## src/rtl/uart_tx_sched.sv

```systemverilog
// Two-source packet scheduler for a UART transmitter.
// Each packet pops one 16-bit word and emits {header, msb, lsb} as a byte stream.
module uart_tx_sched #(
    parameter int unsigned RD_LAT = 2,
    parameter logic [7:0]  HDR_A  = 8'hA5,
    parameter logic [7:0]  HDR_B  = 8'h5A
) (
    input  logic        clk,
    input  logic        rst,
    input  logic [15:0] a_data,
    input  logic        a_empty,
    output logic        a_re,
    input  logic [15:0] b_data,
    input  logic        b_empty,
    output logic        b_re,
    output logic [7:0]  m_axis_tdata,
    output logic        m_axis_tvalid,
    input  logic        m_axis_tready,
    input  logic        tx_busy,
    output logic [1:0]  grant,
    output logic [15:0] pkt_count
);

    typedef enum logic [2:0] {
        IDLE,
        READ,
        WAIT,
        HDR,
        MSB,
        LSB
    } state_t;

    localparam logic [2:0] WAIT_INIT = 3'(RD_LAT - 1);

    state_t      state;
    logic [2:0]  wait_cnt;
    logic [15:0] data_q;
    logic        last_b;
    logic        pick_b;
    logic        any_ready;

    // Round-robin: a lone requester always wins, a tie goes to the source not served last.
    always_comb begin
        any_ready = !a_empty || !b_empty;
        if (b_empty)
            pick_b = 1'b0;
        else if (a_empty)
            pick_b = 1'b1;
        else
            pick_b = !last_b;
    end

    // NOTE: every register here uses non-blocking assignment so all updates see pre-edge values.
    always_ff @(posedge clk or negedge rst) begin
        if (!rst) begin
            // NOTE: the data register is reset too; it is a single word, not a memory array.
            state         <= IDLE;
            wait_cnt      <= '0;
            data_q        <= '0;
            last_b        <= 1'b1;
            a_re          <= 1'b1;
            b_re          <= 1'b1;
            m_axis_tdata  <= '0;
            m_axis_tvalid <= 1'b0;
            grant         <= 2'b00;
            pkt_count     <= '0;
        end else begin
            unique case (state)
                IDLE: begin
                    if (!tx_busy && any_ready) begin
                        grant <= pick_b ? 2'b10 : 2'b01;
                        a_re  <= pick_b;
                        b_re  <= !pick_b;
                        state <= READ;
                    end
                end
                READ: begin
                    a_re     <= 1'b1;
                    b_re     <= 1'b1;
                    wait_cnt <= WAIT_INIT;
                    state    <= WAIT;
                end
                WAIT: begin
                    if (wait_cnt == 3'd0) begin
                        data_q        <= grant[1] ? b_data : a_data;
                        m_axis_tdata  <= grant[1] ? HDR_B : HDR_A;
                        m_axis_tvalid <= 1'b1;
                        state         <= HDR;
                    end else begin
                        wait_cnt <= wait_cnt - 3'd1;
                    end
                end
                HDR: begin
                    if (m_axis_tready) begin
                        m_axis_tdata <= data_q[15:8];
                        state        <= MSB;
                    end
                end
                MSB: begin
                    if (m_axis_tready) begin
                        m_axis_tdata <= data_q[7:0];
                        state        <= LSB;
                    end
                end
                LSB: begin
                    if (m_axis_tready) begin
                        m_axis_tvalid <= 1'b0;
                        pkt_count     <= pkt_count + 16'd1;
                        last_b        <= grant[1];
                        grant         <= 2'b00;
                        state         <= IDLE;
                    end
                end
                default: state <= IDLE;
            endcase
        end
    end

endmodule

```

## config.mk

```make
export PLATFORM = sky130hd
export DESIGN_NAME = uart_tx_sched
export DESIGN_NICKNAME = d
export VERILOG_FILES = /design/src/rtl/uart_tx_sched.sv
export SDC_FILE = /design/constraint.sdc
export NUM_CORES = 1
export LEC_CHECK = 0
export CAP_MARGIN = 20
export CORE_MARGIN = 2
export CORE_UTILIZATION = 45
export CTS_BUF_LIST = sky130_fd_sc_hd__clkbuf_4 sky130_fd_sc_hd__clkbuf_8 sky130_fd_sc_hd__clkbuf_16
export DETAILED_ROUTE_END_ITERATION = 10
export PLACE_DENSITY = 0.74
export SLEW_MARGIN = 0
export SYNTH_ARGS = -nofsm -noshare
export SYNTH_HDL_FRONTEND = slang
export SYNTH_SLANG_ARGS = --single-unit
```

## constraint.sdc

```tcl
create_clock -name clk -period 3.1 [get_ports clk]
set_clock_uncertainty 0.15 [all_clocks]
set_input_delay 0.31 -clock clk [delete_from_list [all_inputs] [get_ports clk]]
set_output_delay 0.31 -clock clk [all_outputs]
set_load 0.005 [all_outputs]
```

Yosys cells after proc, flatten, opt, wreduce, memory -nomap -nowiden

Index checks and enable logic that the tools add are counted.
Widths: inputs -> output; s select.

Bits in registers: 52
Bits of input ports: 38
Logic and storage cells: 72

Add/sub/neg operators: 2
Equal/unequal tests: 11
Mux-type cells: 27
Reduce and logical (&&, ||, !) cells: 22

Operator list:

| cell                  | number |
|---|---|
| $mux 8                | 4 |
| $pmux 8 s3            | 1 |
| $mux 3                | 6 |
| $pmux 3 s6            | 1 |
| $add 16x1->16 const B | 1 |
| $mux 16               | 1 |
| $ne 2x2->1 const B    | 6 |
| $reduce_and 2->1      | 4 |
| $reduce_bool 2->1     | 4 |
| $eq 3x2->1 const B    | 2 |
| $eq 3x3->1 const B    | 2 |
| $logic_not 3->1       | 2 |
| $mux 1                | 6 |
| $mux 2                | 3 |
| $pmux 1 s2            | 3 |
| $pmux 3 s2            | 1 |
| $reduce_and 3->1      | 2 |
| $logic_not 1->1       | 5 |
| $reduce_and 5->1      | 1 |
| $pmux 2 s2            | 1 |
| $reduce_and 4->1      | 1 |
| $eq 3x1->1 const B    | 1 |
| $reduce_bool 3->1     | 1 |
| $sub 3x1->3 const B   | 1 |
| 2 further kinds       | 2 |

Depth between registers and ports, before layout

Depth in word-level cells: 6
Gate-level depth with buffers: 7
Mapped depth without buffers: 6

Worst setup path before layout

No wires, ideal clock.

Kind: register to register
From: reg wait_cnt[0]
To: reg m_axis_tdata[1]
Data arrival time: 1.554 ns
Slack: 1.271 ns
Stages on the path, launching flop included: 7
Path buffers: 0
Clock period less this slack: 1.829 ns
Cells stage by stage: dfrtp_1 -> inv_1 -> ha_1 -> or3b_1 -> a21oi_2 -> a21oi_4 -> mux2_4

Cells in the longest elaborated chain, start to end: 3

Ends and longest elaborated chain:

| item                       | line | source |
|---|---|---|
| start, declared            | 36   | `logic [2:0] wait_cnt;` |
| start signal, assigned     | 90   | `wait_cnt <= wait_cnt - 3'd1;` |
| $logic_not 3->1            | 84   | `if (wait_cnt == 3'd0) begin` |
| $ne 2x2->1 (no line)       | -    |  |
| $reduce_and 4->1 (no line) | -    |  |
| end signal, assigned       | 86   | `m_axis_tdata <= grant[1] ? HDR_B : HDR_A;` |
| end signal, assigned       | 95   | `m_axis_tdata <= data_q[15:8];` |
| end signal, assigned       | 101  | `m_axis_tdata <= data_q[7:0];` |
| end, declared              | 16   | `output logic [7:0] m_axis_tdata,` |

Every way passes these cells.
A chain may end at the register's enable or synchronous reset.

Final worst setup path

From: reg state[0]
To: reg pkt_count[14]

Cells in the longest elaborated chain, start to end: 2

Ends and longest elaborated chain:

| item                       | line | source |
|---|---|---|
| start, declared            | 35   | `state_t state;` |
| start signal, assigned     | 57   | `state <= IDLE;` |
| start signal, assigned     | 74   | `state <= READ;` |
| start signal, assigned     | 81   | `state <= WAIT;` |
| $eq 3x3->1                 | 68   | `unique case (state)` |
| $reduce_and 2->1 (no line) | -    |  |
| end signal, assigned       | 108  | `pkt_count <= pkt_count + 16'd1;` |
| end, declared              | 21   | `output logic [15:0] pkt_count` |

Every way passes these cells.

==> summary.txt <==
CTS
  – Postcts setup bufs: 0
  – Clock buffer depth: 2
  – H-tree Lvls: 2
  – PostCTS Resize Cnt: 0
  – Num CTS Buffers: 5
  – CTS sink cnt: between 50 and 60
  – Root Driver: clkbuf_8
  – TritonCTS clock tree: built
  – Clock slew at reported path FFs: 90 ps
  – Clk_lat worst skew: 300 ps

Drt
  – TritonRoute pass-1 iters: 5
  – Remaining routing DRC violations: 0
  – Initial DRC Count: 94
  – DR vias/cell: 5.27
  – Drt total wl: 5.22 mm
  – Routed vias: around 2000
  – WL per Instance: between 10 and 15 microns
  – Post-DRT Antenna Nets: 0

Pwr
  – VDD IR max: 318 uV
  – Tot Pwr: 2.97 mW
  – Leakage power: ~1.6 nW
  – PwrDens: 856 mW/mm^2

Synthesis
  – Synth area leaders: dfrtp_1 (46%), mux2i_1 (6.4%), nand2_1 (4.8%)
  – Mapped cell area: 0.00264 sq mm
  – Top-area cell type share of the netlist area: 0.464
  – Flops & latches, synth: 52
  – Synth async-reset ratio: 1.00
  – Post-synthesis sequential area ratio: 0.494
  – Avg Inst Size Synth: roughly 11 sq um
  – Syn nets: 289
  – Synth Flop Type: dfrtp_1
  – Syn. warnings: 0
  – Netlist cell types: 46
  – Post-synth EDFFs: 0
  – Synthesized instance count: 248
  – Yosys top cell by area: dfrtp_1

Timing
  – Final hold vios: 0
  – Post-Route Setup TNS: 0 ps
  – Slew HR: 0.583
  – Worst Max-Slew Pin Slew: 622 ps
  – Final period utilization: 0.738
  – Peak Freq: 0.437 GHz
  – Final setup violation count: 0
  – RSZ-0062 raised after global routing: no
  – Final Max Slew Viols: 0
  – Final min period: about 2300 ps

Hold path
  – Hold Path Stages: 2
  – Worst min path class: flip-flop to flip-flop
  – Min-delay src: data_q[1]

Setup path
  – CP Capture Type: flip-flop
  – CP Max Fanout: 18
  – CP arrival: ~2300 ps
  – Worst setup startpoint: state[0]
  – Crit start category: flip-flop
  – FF-to-FF path depth: 4
  – Reg-to-Reg Start: state[0]
  – Setup CP Type: flip-flop to flip-flop
  – Req. time, crit path: 3140 ps

GRT
  – Initial antenna violation count: 0
  – Vias in the first global route: ~1900
  – Largest net degree at the start of global routing: between 50 and 60
  – All-Layer GR Usage: 0.175
  – GRT overflow: 0
  – First-pass GRT wire length: 8.75 mm

Place
  – I/O Buffers: between 60 and 70
  – Hpwl dp: between 3 and 4 mm
  – RePlAce Congestion: 0.773

Finish
  – Most frequent cells in the layout: clkdlybuf4s50_1 (65), dfrtp_1 (49), nand2_1 (34)
  – Share of layout cells above drive strength 1: 0.0990
  – Antenna diode count: 0
  – Final nets: 353
  – Area growth syn-to-layout: 31.4%
  – Commonest non-fill, non-tap cell in the layout: clkdlybuf4s50_1

Floorplan
  – Die W: 80.6 microns
  – Die height: 80.6 microns
  – Initial core utilization: 0.474
  – Top Ports: 67
  – DIE AREA: 0.00650 sq mm
  – Core Box Area: ~0.0056 sq mm
  – FP Rows: 27

Run status
  – Status: complete, no violations

Run
  – Maxcap violations: 0
[critical path, cell delays in order (launching register included)]
cell      delay (ps)
dfrtp_1          740
nand4b_2         450
nor4_2           520
nand2_1          170
xnor2_1          160
[sequential cells by signal, indices dropped and copies added (netlist names)]
name and flops:
m_axis_tdata 8, m_axis_tvalid 1, grant 2, b_re 1, pkt_count 16, data_q 16, a_re 1, state 3
last_b 1, wait_cnt 3
[path summary, 6_finish.rpt]
kind,end,slack [ps]
min reg2reg,data_q[1],340
max,pkt_count[14],810
min,data_q[1],340
max reg2reg,pkt_count[14],810
max in group asynchronous,m_axis_tdata[6],1900
min in group asynchronous,pkt_count[2],490
[metrics by stage]
stage                     hold slack [ps]  utilization  std cells  instance area, sq um  setup slack (ps)
after global placement                305        0.598        376                  3330               720
after detailed placement              312        0.598        376                  3330               676
final                                 338        0.622        385                  3470               812
after floorplan                      -136            -        248                  2640              1270
after CTS                             343        0.622        385                  3470               811
after global routing                  361        0.622        385                  3470               652
[area by class of cell]
cell class                 instances  area, sq um
clock buffer                       7         96.3
clock inverter                     1         30.0
fill                             487         2100
inverter                          10         37.5
multi-input combinational        173         1220
sequential                        52         1310
tap                               72         90.1
timing repair buffer              70          688
[cell usage after synthesis (all sizes together), types with 7 or more instances]
cell   instances
dfrtp         49
nand2         34
xnor2         13
a21oi          8
inv           10
o21ai         21
mux2i         17
o22ai          7
nor2          10
mux2           8
buf            9
[power breakdown]
part           internal, mW  total (mW)  switching [mW]
sequential            0.931        1.15           0.215
clock                 0.285       0.495           0.210
combinational         0.728        1.33           0.602
[logic make-up (layout without fill, tap and decap cells)]
| group | after synthesis | count (layout) | synth area share |
|---|---|---|---|
| AND/OR/NAND/NOR | 73 | 73 | 0.142 |
| multiplexers | 25 | 25 | 0.110 |
| buffers and inverters | 23 | 88 | 0.0431 |
| AO/OA/AOI/OAI | 56 | 56 | 0.144 |
| adder cells (fa/ha/maj) | 3 | 3 | 0.0142 |
| XOR/XNOR | 16 | 16 | 0.0531 |
| flip-flops | 52 | 52 | 0.494 |
[layer usage]
layer,GRT usage,wire [microns],part of all wire,vias to the layer above
met5,0,0,0,-
met4,0.0475,36,0.0069,0
met3,0.0461,300,0.058,4
met2,0.278,2570,0.49,76
met1,0.238,2310,0.44,947
li1,-,-,-,1002
[what timing repair did]
action | CTS | global route
endpoints found under the hold margin | 49 | 0
endpoints found under the setup margin | 0 | 0
hold buffers | 1 | 0
Power figures use the tool's default switching activity.
